$ cat src/rtl/seg7_scan_driver.sv
// Time-multiplexed N-digit 7-segment driver with frame-synchronous updates,
// leading-zero blanking, optional hex glyphs and selectable pin polarity.
module seg7_scan_driver #(
   parameter int NUM_DIGITS     = 4,
   parameter int CLK_DIV        = 50000,
   parameter int HEX_MODE       = 0,
   parameter int SEG_ACTIVE_LOW = 0,
   parameter int AN_ACTIVE_LOW  = 0
) (
   input  logic                    clk,
   input  logic                    rst_n,
   input  logic                    load,
   input  logic [4*NUM_DIGITS-1:0] digits_in,
   input  logic [NUM_DIGITS-1:0]   dp_in,
   input  logic                    blank_lz,
   output logic [6:0]              seg,
   output logic                    dp,
   output logic [NUM_DIGITS-1:0]   an,
   output logic                    pending,
   output logic                    frame_done
);

   localparam int PW = (CLK_DIV > 1) ? $clog2(CLK_DIV) : 1;
   localparam int IW = (NUM_DIGITS > 1) ? $clog2(NUM_DIGITS) : 1;
   localparam logic [PW-1:0] PRE_LAST = PW'(CLK_DIV - 1);
   localparam logic [IW-1:0] IDX_LAST = IW'(NUM_DIGITS - 1);
   localparam logic [6:0] SEG_OFF = (SEG_ACTIVE_LOW != 0) ? 7'h7f : 7'h00;
   localparam logic DP_OFF = (SEG_ACTIVE_LOW != 0);
   localparam logic [NUM_DIGITS-1:0] AN_OFF = (AN_ACTIVE_LOW != 0) ? '1 : '0;

   logic [PW-1:0]             prescaler;
   logic [IW-1:0]             index;
   logic                      tick;
   logic                      wrap;
   logic [4*NUM_DIGITS-1:0]   shadow_digits;
   logic [4*NUM_DIGITS-1:0]   active_digits;
   logic [NUM_DIGITS-1:0]     shadow_dp;
   logic [NUM_DIGITS-1:0]     active_dp;
   logic                      shadow_blz;
   logic                      active_blz;
   logic [3:0]                cur_digit;
   logic                      cur_dp;
   logic                      cur_blank;
   logic [NUM_DIGITS-1:0]     an_raw;

   function automatic logic [6:0] decode(input logic [3:0] v);
      logic [6:0] s;
      case (v)
         4'h0:    s = 7'b1111110;
         4'h1:    s = 7'b0110000;
         4'h2:    s = 7'b1101101;
         4'h3:    s = 7'b1111001;
         4'h4:    s = 7'b0110011;
         4'h5:    s = 7'b1011011;
         4'h6:    s = 7'b1011111;
         4'h7:    s = 7'b1110000;
         4'h8:    s = 7'b1111111;
         4'h9:    s = 7'b1111011;
         4'hA:    s = 7'b1110111;
         4'hB:    s = 7'b0011111;
         4'hC:    s = 7'b1001110;
         4'hD:    s = 7'b0111101;
         4'hE:    s = 7'b1001111;
         default: s = 7'b1000111;
      endcase
      if (HEX_MODE == 0 && v > 4'd9) s = 7'b0000001;
      return s;
   endfunction

   assign tick = (prescaler == PRE_LAST);
   assign wrap = tick && (index == IDX_LAST);

   always_ff @(posedge clk or negedge rst_n) begin
      if (!rst_n) begin
         prescaler <= '0;
         index     <= '0;
      end else if (tick) begin
         prescaler <= '0;
         index     <= (index == IDX_LAST) ? '0 : index + 1'b1;
      end else begin
         prescaler <= prescaler + 1'b1;
      end
   end

   // Active set only changes at a frame wrap so a frame never mixes old and new data;
   // a load coinciding with the wrap stays in the shadow for the following frame.
   always_ff @(posedge clk or negedge rst_n) begin
      if (!rst_n) begin
         shadow_digits <= '0;
         shadow_dp     <= '0;
         shadow_blz    <= 1'b0;
         active_digits <= '0;
         active_dp     <= '0;
         active_blz    <= 1'b0;
         pending       <= 1'b0;
         frame_done    <= 1'b0;
      end else begin
         if (load) begin
            shadow_digits <= digits_in;
            shadow_dp     <= dp_in;
            shadow_blz    <= blank_lz;
         end
         if (wrap && pending) begin
            active_digits <= shadow_digits;
            active_dp     <= shadow_dp;
            active_blz    <= shadow_blz;
         end
         pending    <= load | (pending & ~wrap);
         frame_done <= wrap;
      end
   end

   always_comb begin
      logic zero_run;
      zero_run  = 1'b1;
      cur_digit = '0;
      cur_dp    = 1'b0;
      cur_blank = 1'b0;
      an_raw    = '0;
      for (int k = NUM_DIGITS - 1; k >= 0; k--) begin
         zero_run = zero_run & (active_digits[4*k +: 4] == 4'd0);
         if (index == IW'(k)) begin
            cur_digit = active_digits[4*k +: 4];
            cur_dp    = active_dp[k];
            cur_blank = active_blz && (k != 0) && zero_run;
            an_raw[k] = 1'b1;
         end
      end
   end

   // XOR with the "off" level applies the pin polarity inside the output registers.
   always_ff @(posedge clk or negedge rst_n) begin
      if (!rst_n) begin
         seg <= SEG_OFF;
         dp  <= DP_OFF;
         an  <= AN_OFF;
      end else begin
         seg <= (cur_blank ? 7'd0 : decode(cur_digit)) ^ SEG_OFF;
         dp  <= cur_dp ^ DP_OFF;
         an  <= an_raw ^ AN_OFF;
      end
   end

endmodule

$ cat config.mk
export PLATFORM = sky130hd
export DESIGN_NAME = seg7_scan_driver
export DESIGN_NICKNAME = d
export VERILOG_FILES = /design/src/rtl/seg7_scan_driver.sv
export SDC_FILE = /design/constraint.sdc
export NUM_CORES = 1
export LEC_CHECK = 0
export ABC_CLOCK_PERIOD_IN_PS = 5800
export CORE_UTILIZATION = 56
export CTS_CLUSTER_DIAMETER = 80
export CTS_CLUSTER_SIZE = 12
export DETAILED_ROUTE_END_ITERATION = 10
export GPL_TIMING_DRIVEN = 0
export PLACE_DENSITY = 0.84
export SLEW_MARGIN = 20
export SYNTH_ARGS = -nofsm -noshare
export SYNTH_HDL_FRONTEND = slang
export SYNTH_SLANG_ARGS = --single-unit
$ cat constraint.sdc
create_clock -name clk -period 5.8 [get_ports clk]
set_input_delay 1.16 -clock clk [delete_from_list [all_inputs] [get_ports clk]]
set_output_delay 1.16 -clock clk [all_outputs]
set_load 0.05 [all_outputs]
* Yosys cells after proc, flatten, opt, wreduce, memory -nomap -nowiden
Memories as Yosys holds them, arrays and structs flattened.
Cells that the tools add are included.
** Word-level totals
- Output and inout port bits :: 14
- Register bits after elaboration :: 74
- Memories kept :: 1
- ROM bits :: 112
** Operators by class
- Muxes and demuxes :: 20
- Equal/unequal tests :: 4
- Bitwise operators :: 5
- Add/subtract/negate cells :: 2
- $lt $le $gt $ge :: 1
- Reductions and logical operators :: 9
** Memories
- (name not given) :: words 16, width 7, rd ports 1, clocked after memory_dff 0, write ports 0, RTL line 48 : case (v)
** Operator list (count)
- adder 16 x 1 -> 16 bit (second input constant) :: 1
- == test 16 bit (second input constant) :: 1
- two-way mux 16 bit :: 1
- two-way mux 4 bit :: 4
- two-way mux 7 bit :: 2
- zero test 4 bit :: 3
- two-way mux 1 bit :: 12
- logical AND 1 bit :: 5
- == test 2 bit (second input constant) :: 2
- > comparator 4 bit (second input constant) :: 1
- AND 1 bit :: 3
- adder 2 x 1 -> 2 bit (second input constant) :: 1
- == test 2 x 1 -> 1 bit (second input constant) :: 1
- zero test 2 bit :: 1
- two-way mux 2 bit :: 1
- inverter 1 bit :: 1
- bitwise OR 1 bit :: 1

* Logic depth before layout (Yosys ltp)
Gate-level depths: netlist of the first run.
- Word-level depth :: 8
- Gate-level depth with buffers :: 11

* Least setup slack after synthesis of the first run
OpenSTA, ideal clock, no wires.
- Path kind :: register -> register
- From :: register index[0]
- To :: register seg[3]
- Path slack :: 3.582 ns
- Arrival time :: 2.093 ns
- Clock period less this slack :: 2.218 ns
- Stages on the path, launching flop included :: 12
- Data required time :: 5.675 ns
- Cell sequence :: dfrtp_1 > inv_1 > ha_1 > clkbuf_1 > nor2_1 > o211ai_1 > o211ai_1 > inv_1 > ha_1 > o21a_1 > a22oi_1 > nor2_1
** Between the ends
- Longest elaborated chain between the ends :: 8
- Elaborated cells between the ends (all ways) :: 16
** RTL lines
- start: declaration :: RTL line 32 : logic [IW-1:0] index;
- start signal: assignment :: RTL line 79 : index <= (index == IDX_LAST) ? '0 : index + 1'b1;
- == test 2 bit :: RTL line 122 : if (index == IW'(k)) begin
- two-way mux 4 bit (4 in a row) :: RTL line 122
- memory read (16 x 7 bit) or > comparator 4 bit (tied branches)
- two-way mux 7 bit :: RTL line 66 : if (HEX_MODE == 0 && v > 4'd9) s = 7'b0000001;
- two-way mux 7 bit * :: RTL line 138 : seg <= (cur_blank ? 7'd0 : decode(cur_digit)) ^ SEG_OFF;
- end signal: assignment :: RTL line 138
- end: declaration :: RTL line 16 : output logic [6:0] seg,
Mark *: on every way between the ends. The rest lies on a longest branch, timed or not.
A chain may end at the register's enable or synchronous reset.

* Worst setup path after layout of the first run
- From :: register index[0]
- To :: register seg[6]
Same word-level chain as after synthesis.

==> summary by stage, run 1 <==
Clock network
Clock-pin slew was measured on the worst setup and hold paths at around 0.070 ns. At the later pin of the worst-skew pair, clock insertion delay measures 0.35 ns. In this run the deepest clock path goes through 2 buffers. The number of buffers created by CTS is 9.

The CTS tree is done. The number of setup buffers added after CTS is 0. The hold buffer count at CTS is 0. Clock tree synthesis found a total of 74 sinks. The root buffer cell chosen for the clock tree is clkbuf_8. Gates resized during post-CTS repair numbered 0. CTS built an H-tree with a depth of 3.

Drt
The detail route stage leaves a number of antenna-violating nets equal to 0. In the routed layout, each cell is associated on average with a via count of 5.76. The first-pass iteration count of the detailed router is 4. Wires add up to about 6.2 mm.

The violation count after the first detailed-route iteration is 85. Detailed routing inserted a total of around 2200 vias. The routed length per instance is 16.0 µm.

The count of unresolved DRC violations after routing is 0.

Yosys
Synthesis inferred 74 register bits. Of the total synthesized cell area, the portion taken by full adders, half adders and majority gates is 0.0408. Ranked by total cell area, the synthesized netlist is headed by dfrtp_1 (55%), mux2_4 (8.9%), mux2_2 (7.3%). The number of nets in the synthesized netlist is 298.

The post-synthesis simple-gate area fraction is 0.120. The count of cell types in the netlist is 39. The cell accounting for the most synthesized area is dfrtp_1. After synthesis, the share of flip-flops with an asynchronous set or reset is 1.00. The mean area per synthesized cell is 12.8 µm².

The fraction of synthesized cell area in xor and xnor cells is 0.0363. The portion of synthesized area spent on multiplexers is 0.165. The leading register cell type out of synthesis is dfrtp_1. Of the synthesized area, sequential elements account for 0.549. The share of the synthesized area in compound gates (AO/OA/AOI/OAI) is 0.0590. The dominant combinational cell family by area after synthesis is multiplexers.

The number of flops mapped to enable cells by yosys is 0. The Yosys step of the flow raised 0 warnings. The share of synthesized area in the top cell type comes to 0.549. The synthesized area is around 3400 µm². Counting every instance in the synthesized netlist gives roughly 260.

Timing
Timing would allow up to 357 MHz. Setup violations remaining at the end of the flow were counted as 0. At the pin with the least slew margin, the transition time is ~0.65 ns. The worst path setup slack after routing is around 3 ns. Setup repair after global routing left no endpoint under its margin. The portion of the clock cycle consumed by the worst path in the final layout is 0.483.

Summed over all failing endpoints, the final setup total negative slack is 0 ns. The total count of hold-check failures in the final report is 0. The max-slew violation count is 0.

The final critical delay including setup and external delays is 2.80 ns. For the final database, setup skew stands at 0.00670 ns. The hold slack is roughly 0.5 ns.

The worst pin sits at a relative slew slack of 0.565.

Min path
In this run the most critical hold path is launched from shadow_blz. The path category of the worst min-delay check is reg -> reg. The path with the worst hold slack has its endpoint at active_blz.

The hold-critical path depth is 1.

Final layout
The fraction of layout instances using a drive strength above 1 is 0.202. Measured on the finished design, the core utilization comes to 0.719. The finished cells cover 4060 µm². The final net count is 347. Fill cells in the final layout number between 300 and 400.

The number of antenna diodes in the final layout is 0. The commonest non-fill, non-tap cell in the layout is dfrtp_1. The synthesis-to-layout area growth is 20.2%. In the layout the commonest cells are dfrtp_1 (74), clkdlybuf4s50_1 (36), mux2_2 (22), nor2_1 (21), mux2_4 (20).

Worst setup path
The arrival time at the worst endpoint is between 3 and 4 ns. In this design, the stage delay of the slowest critical-path cell is approximately 0.42 ns. The type of origin of the critical path is a flop.

The worst setup path is of the reg -> reg kind. In this run the critical register-to-register path is captured at seg[6]. The data required time of the worst path is between 6 and 7 ns. The worst reg2reg path depth is 10.

In this run the register-to-register setup slack is ~3.0 ns. The kind of capture point of the worst setup path is a flop. The maximum fanout along the worst path is 10. The signal on the critical path passes through inv_1 > ha_1 > clkbuf_1 > nor2_1 > o211ai_1 > o211ai_1 > inv_1 > ha_1 > o311ai_0 > nor2_1. The slowest stage of the critical path belongs to the cell o311ai_0. The reg-to-reg startpoint is index[0].

Global routing
The global-route layer with the greatest usage is met2. The largest net degree at the start of global routing is 57. For this run, global-route usage on met2 was measured as 0.382. For this run, global-route usage on met1 was measured as 0.269.

For this run, the total global-route usage over all layers was measured as 0.231. For this run the aggregate overflow at the end of global routing stands at 0. The wire length of the first global-routing pass is 10.7 mm.

The number of antenna violations at the first check in global routing came to 0. The via count of the first global-routing pass is 2253. For met3 alone, demand over resource in global routing was 0.0880.

Power
VDD sags by at most slightly above 0.2 mV. The power density over the cells is roughly 240 nW/µm². The leakage power is approximately 1.8 nW.

Place
The count of input and output buffers is 37. The cell area reported after detailed placement is 3860 µm². The minimum setup slack after placement is 3.04 ns.

The final weighted congestion in routability-driven placement is roughly 0.86. The placed wire-length estimate after detailed placement is ~4.5 mm.

Flow run
The number of maximum-capacitance violations is 0.

Floorplanning
The horizontal extent of the die is around 80 µm. For this design the top-level I/O count stands at 38. The core region is 5640 µm². The floorplan row count is 27.

The floorplan step defined a die boundary enclosing approximately 6300 µm². The starting utilization of the core area is 0.598. The die span in y is ~80 µm.

Run status
The flow ran to the end, and the final reports show no timing, DRC or antenna violations.
-- worst max-delay path by stage --
| stage | startpoint | to | cells after the start |
|---|---|---|---|
| CTS | index[0] | seg[6] | 10 |
| global placement | rst_n | shadow_blz | 1 |
| finish | index[0] | seg[6] | 10 |
| floorplan | index[0] | seg[3] | 11 |
| detailed placement | load | shadow_digits[14] | 3 |
| global route | index[0] | seg[6] | 10 |
-- metal layers --
| metal | share of wire | vias up |
|---|---|---|
| met5 | 0 | - |
| met4 | 0.018 | 0 |
| met3 | 0.052 | 12 |
| met2 | 0.52 | 64 |
| met1 | 0.41 | 1140 |
| li1 | - | 1023 |
-- registers in the layout, summed over array words and instances, names as in the netlist --
signal         cells
active_blz         1
active_digits     16
active_dp          4
an                 4
dp                 1
frame_done         1
index              2
pending            1
prescaler         16
seg                7
shadow_blz         1
shadow_digits     16
shadow_dp          4
-- report_power, final --
group          leakage, nW  internal (mW)  switching [mW]  total, mW
logic                0.768         0.0289          0.0182     0.0472
clock network        0.101          0.222           0.176      0.399
registers            0.930          0.531         0.00820      0.539
-- worst max-delay path: cells and delay by family (launching register included) --
family	cells	cell delay (ns)
AOI/OAI and AO/OA	3	0.92
DFF	1	0.39
and+or+nand+nor	2	0.41
adders and majority gates	2	0.48
buffers and inverters	3	0.47
-- stage by stage --
| stage | power, mW | std cells |
|---|---|---|
| 6_report | 0.985 | 389 |
| 5_1_grt | 1.02 | 389 |
| 4_1_cts | 0.995 | 389 |
| 3_5_place_dp | 0.597 | 373 |
| 3_3_place_gp | 0.593 | 372 |
| 2_1_floorplan | 0.563 | 263 |
-- synth_stat cells (all sizes together) (4+ instances only) --
library cell  number
a21oi              4
and3               6
buf                5
clkbuf             4
dfrtp             74
ha                11
inv                9
mux2              42
nand2             14
nand3             11
nor2              21
nor2b              5
nor4               8
o211ai             5
o21ai              6
xnor2              6
xor2               8
-- cells by family (layout without fill, tap and decap cells) --
logic type                 Yosys count  after routing
buffers and inverters               18             72
muxes                               43             43
AOI/OAI and AO/OA                   28             28
adders and majority gates           11             11
and+or+nand+nor                     75             75
DFF                                 74             74
xor gates and xnor gates            14             14
-- layout make-up --
type                            count  area, µm²  area share
Buffer                              9       67.6      0.0167
Clock buffer                       14        163      0.0401
Clock inverter                      2       35.0     0.00863
Inverter                            9       33.8     0.00833
Multi-Input combinational cell    171       1420       0.350
Sequential cell                    74       1850       0.456
Tap cell                           72       90.1      0.0222
Timing Repair Buffer               38        395      0.0974
No activity file was read; power rests on OpenSTA's default activity.
==> run 2, diff against run 1 <==
- ABC_CLOCK_PERIOD_IN_PS: 5800 -> 2750
- clock period: 5.8 -> 2.75 ns (I/O delays scaled with it)
==> run 2 against run 1 <==
Against the previous run:
- non-clock buffer count increased by 1
- worst hold slack got worse by 0.44 ns
- register-to-register slack got worse by 2.7 ns
- cell area increased by 0.43%
- critical path type unchanged
- sequential cell count unchanged
- core utilization increased by 0.31 points
- global-route usage unchanged
- critical endpoint unchanged
- critical path depth increased by 1
- combinational power increased by 110%
- clock skew about the same
- sequential share of layout area decreased by 0.20 points
- via count decreased by 0.94%
==> summary by stage, run 2 (same netlist as run 1, synthesis figures left out) <==
Run status
Result of the run: finished clean (unchanged).

Worst setup path
The arrival time at the worst endpoint is 2.68 ns (was 3.02 ns). The maximum fanout along the worst path is 10 (unchanged). The data required time of the worst path is 2.98 ns (was 6.02 ns). The category of the critical setup timing path is reg -> reg (unchanged). The worst reg2reg path depth is 11 (was 10).

The kind of capture point of the worst setup path is a flop (unchanged). The type of origin of the critical path is a flop (unchanged).

Place
The placed wire-length estimate after detailed placement came to 4.45 mm (unchanged). The count of input and output buffers was 37 (unchanged). The final weighted congestion in routability-driven placement is 0.864 (unchanged). The minimum setup slack after placement is 0.0904 ns (was 3.04 ns).

Timing
The total count of hold-check failures in the final report is 0 (unchanged). The final-report setup violation count came to 0 (unchanged). The transition at the pin with the smallest max-transition slack is 0.681 ns (was 0.653 ns). The portion of the clock cycle consumed by the worst path in the final layout is 0.892 (was 0.483). The final critical delay including setup and external delays is 2.45 ns (was 2.80 ns).

The worst max-slew margin expressed relative to the limit was 0.546 (was 0.565). The worst path setup slack after routing came to 0.298 ns (was 3.00 ns). The maximum operating frequency was 408 MHz (was 357 MHz). The setup skew after layout is 0.00687 ns (was 0.00670 ns).

Unrepaired setup endpoints after global routing: no (unchanged). The max-slew violation count came to 0 (unchanged).

Final layout
The antenna diode count is 0 (unchanged). The final net count is 348 (was 347). Commonest cells after routing, fill and taps aside: dfrtp_1 (74), clkdlybuf4s50_1 (36), mux2_2 (22), nor2_1 (20), mux2_4 (20) (was dfrtp_1 (74), clkdlybuf4s50_1 (36), mux2_2 (22), nor2_1 (21), mux2_4 (20)). The count of filler cells inserted in the layout is 381 (was 388). The commonest non-fill, non-tap cell in the layout was dfrtp_1 (unchanged). The fraction of layout instances using a drive strength above 1 is 0.217 (was 0.202). The synthesis-to-layout area growth is 20.8% (was 20.2%). Largest registers in the final layout: active_digits x16, prescaler x16, shadow_digits x16 (unchanged).

Global routing
The wire length of the first global-routing pass is 10.7 mm (unchanged). The overflow left after global routing is 0 (unchanged). The largest net degree at the start of global routing is 57 (unchanged). The global routing usage summed across all routing layers is 0.231 (unchanged). The via count of the first global-routing pass was 2253 (unchanged).

The number of antenna violations at the first check in global routing came to 0 (unchanged).

Clock network
The maximum clock insertion buffer count came to 2 (unchanged). The CTS tree is done (unchanged). The root buffer selected by CTS is clkbuf_8 (unchanged). The hold buffer count at CTS is 0 (unchanged). The number of buffers created by CTS is 9 (unchanged). The insertion delay to the later sink of the worst-skew pair is 0.35 ns (about the same). The count of clock tree sinks is 74 (unchanged). The depth of the CTS H-tree is 3 (unchanged). The clock slew seen by the registers of the worst setup and hold paths came to 0.07 ns (about the same).

Floorplanning
The I/O pin total came to 38 (unchanged). The core box area is 5640 µm² (unchanged). The floorplan row count is 27 (unchanged).

The starting utilization of the core area is 0.598 (unchanged). The die outline area is 6340 µm² (unchanged). The horizontal extent of the die is 79.6 µm (unchanged). The die span in y was 79.6 µm (unchanged).

Power
The leakage power is 1.81 nW (was 1.80 nW). The total power consumption of the routed design is 2.08 mW (was 0.985 mW). The power density over the cells is 510 nW/µm² (was 243 nW/µm²). The peak ir drop on the vdd network is 0.424 mV (was 0.201 mV).

Drt
The routed length on met3 is 296 µm (was 322 µm). The number of nets with antenna violations after detailed routing came to 0 (unchanged). The routed length per instance came to 16.0 µm (about the same). The via density per instance is 5.69 (was 5.76). The via count is 2218 (was 2239). The routed wire length on met2 is 3.21 mm (was 3.23 mm). The count of unresolved DRC violations after routing came to 0 (unchanged).

The total length of routed wires is 6.24 mm (about the same). The violation count after the first detailed-route iteration is 92 (was 85). The post-route met1 wirelength is 2.61 mm (was 2.57 mm). The first-pass iteration count of the detailed router came to 4 (unchanged).

The highest routed metal layer is met4 (unchanged).

Min path
The path category of the worst min-delay check is in -> async (was reg -> reg).

Flow run
The number of maximum-capacitance violations came to 0 (unchanged).
-- run 2: where the power goes --
group	switching [mW]	total, mW	internal (mW)
logic	0.0388	0.0999	0.0611
registers	0.0174	1.14	1.12
clock network	0.372	0.840	0.468
-- run 2: path summary, 6_finish.rpt --
kind	slack, ns	to	start
min in group clk	0.50	active_blz	shadow_blz
max reg2reg	0.30	seg[6]	index[0]
max in group asynchronous	2.15	shadow_dp[3]	rst_n
min	0.06	shadow_digits[9]	rst_n
max	0.30	seg[6]	index[0]
min reg2reg	0.50	active_blz	shadow_blz
-- run 2: per-stage QoR --
stage / instance area (µm²) / cells / TNS, ns / hold slack [ns] / util
after floorplan: 3370 / 263 / 0 / 0.254 / -
after global placement: 3830 / 372 / -93.71 / 0.489 / 0.680
after detailed placement: 3860 / 373 / 0 / 0.442 / 0.684
after CTS: 4060 / 389 / 0 / 0.0610 / 0.720
after global routing: 4080 / 390 / 0 / 0.0602 / 0.722
final: 4080 / 390 / 0 / 0.0647 / 0.722
-- run 2: what timing repair did --
item / 4_1_cts / 5_1_grt
gates cloned: 0 / 0
resized for setup: 1 / 4
pin swaps: 0 / 1
setup endpoints to repair: 1 / 7
setup buffers: 0 / 2
-- run 2: worst max-delay path: stages (launching register included) --
cell and delay (ns):
dfrtp_1 0.41, inv_1 0.13, ha_1 0.22, clkbuf_2 0.23, nand2_1 0.08, o211ai_1 0.11
o221a_2 0.28, inv_1 0.11, ha_1 0.25, nor2b_1 0.15, o311ai_1 0.28, nor2_1 0.08
-- run 2: layout make-up --
cell class | count | area (µm²) | share of cell area
clock buffer | 14 | 163 | 0.0399
multi-input combinational | 171 | 1430 | 0.350
inverter | 9 | 33.8 | 0.00829
clock inverter | 2 | 35.0 | 0.00860
sequential | 74 | 1850 | 0.454
buffer | 8 | 65.1 | 0.0160
tap | 72 | 90.1 | 0.0221
timing repair buffer | 40 | 410 | 0.101
-- run 2: metal layers --
layer  global-route usage  vias up
met5                    0        -
met1                0.269     1126
li1                     -     1028
met2                0.382       52
met3               0.0880       12
met4               0.0927        0
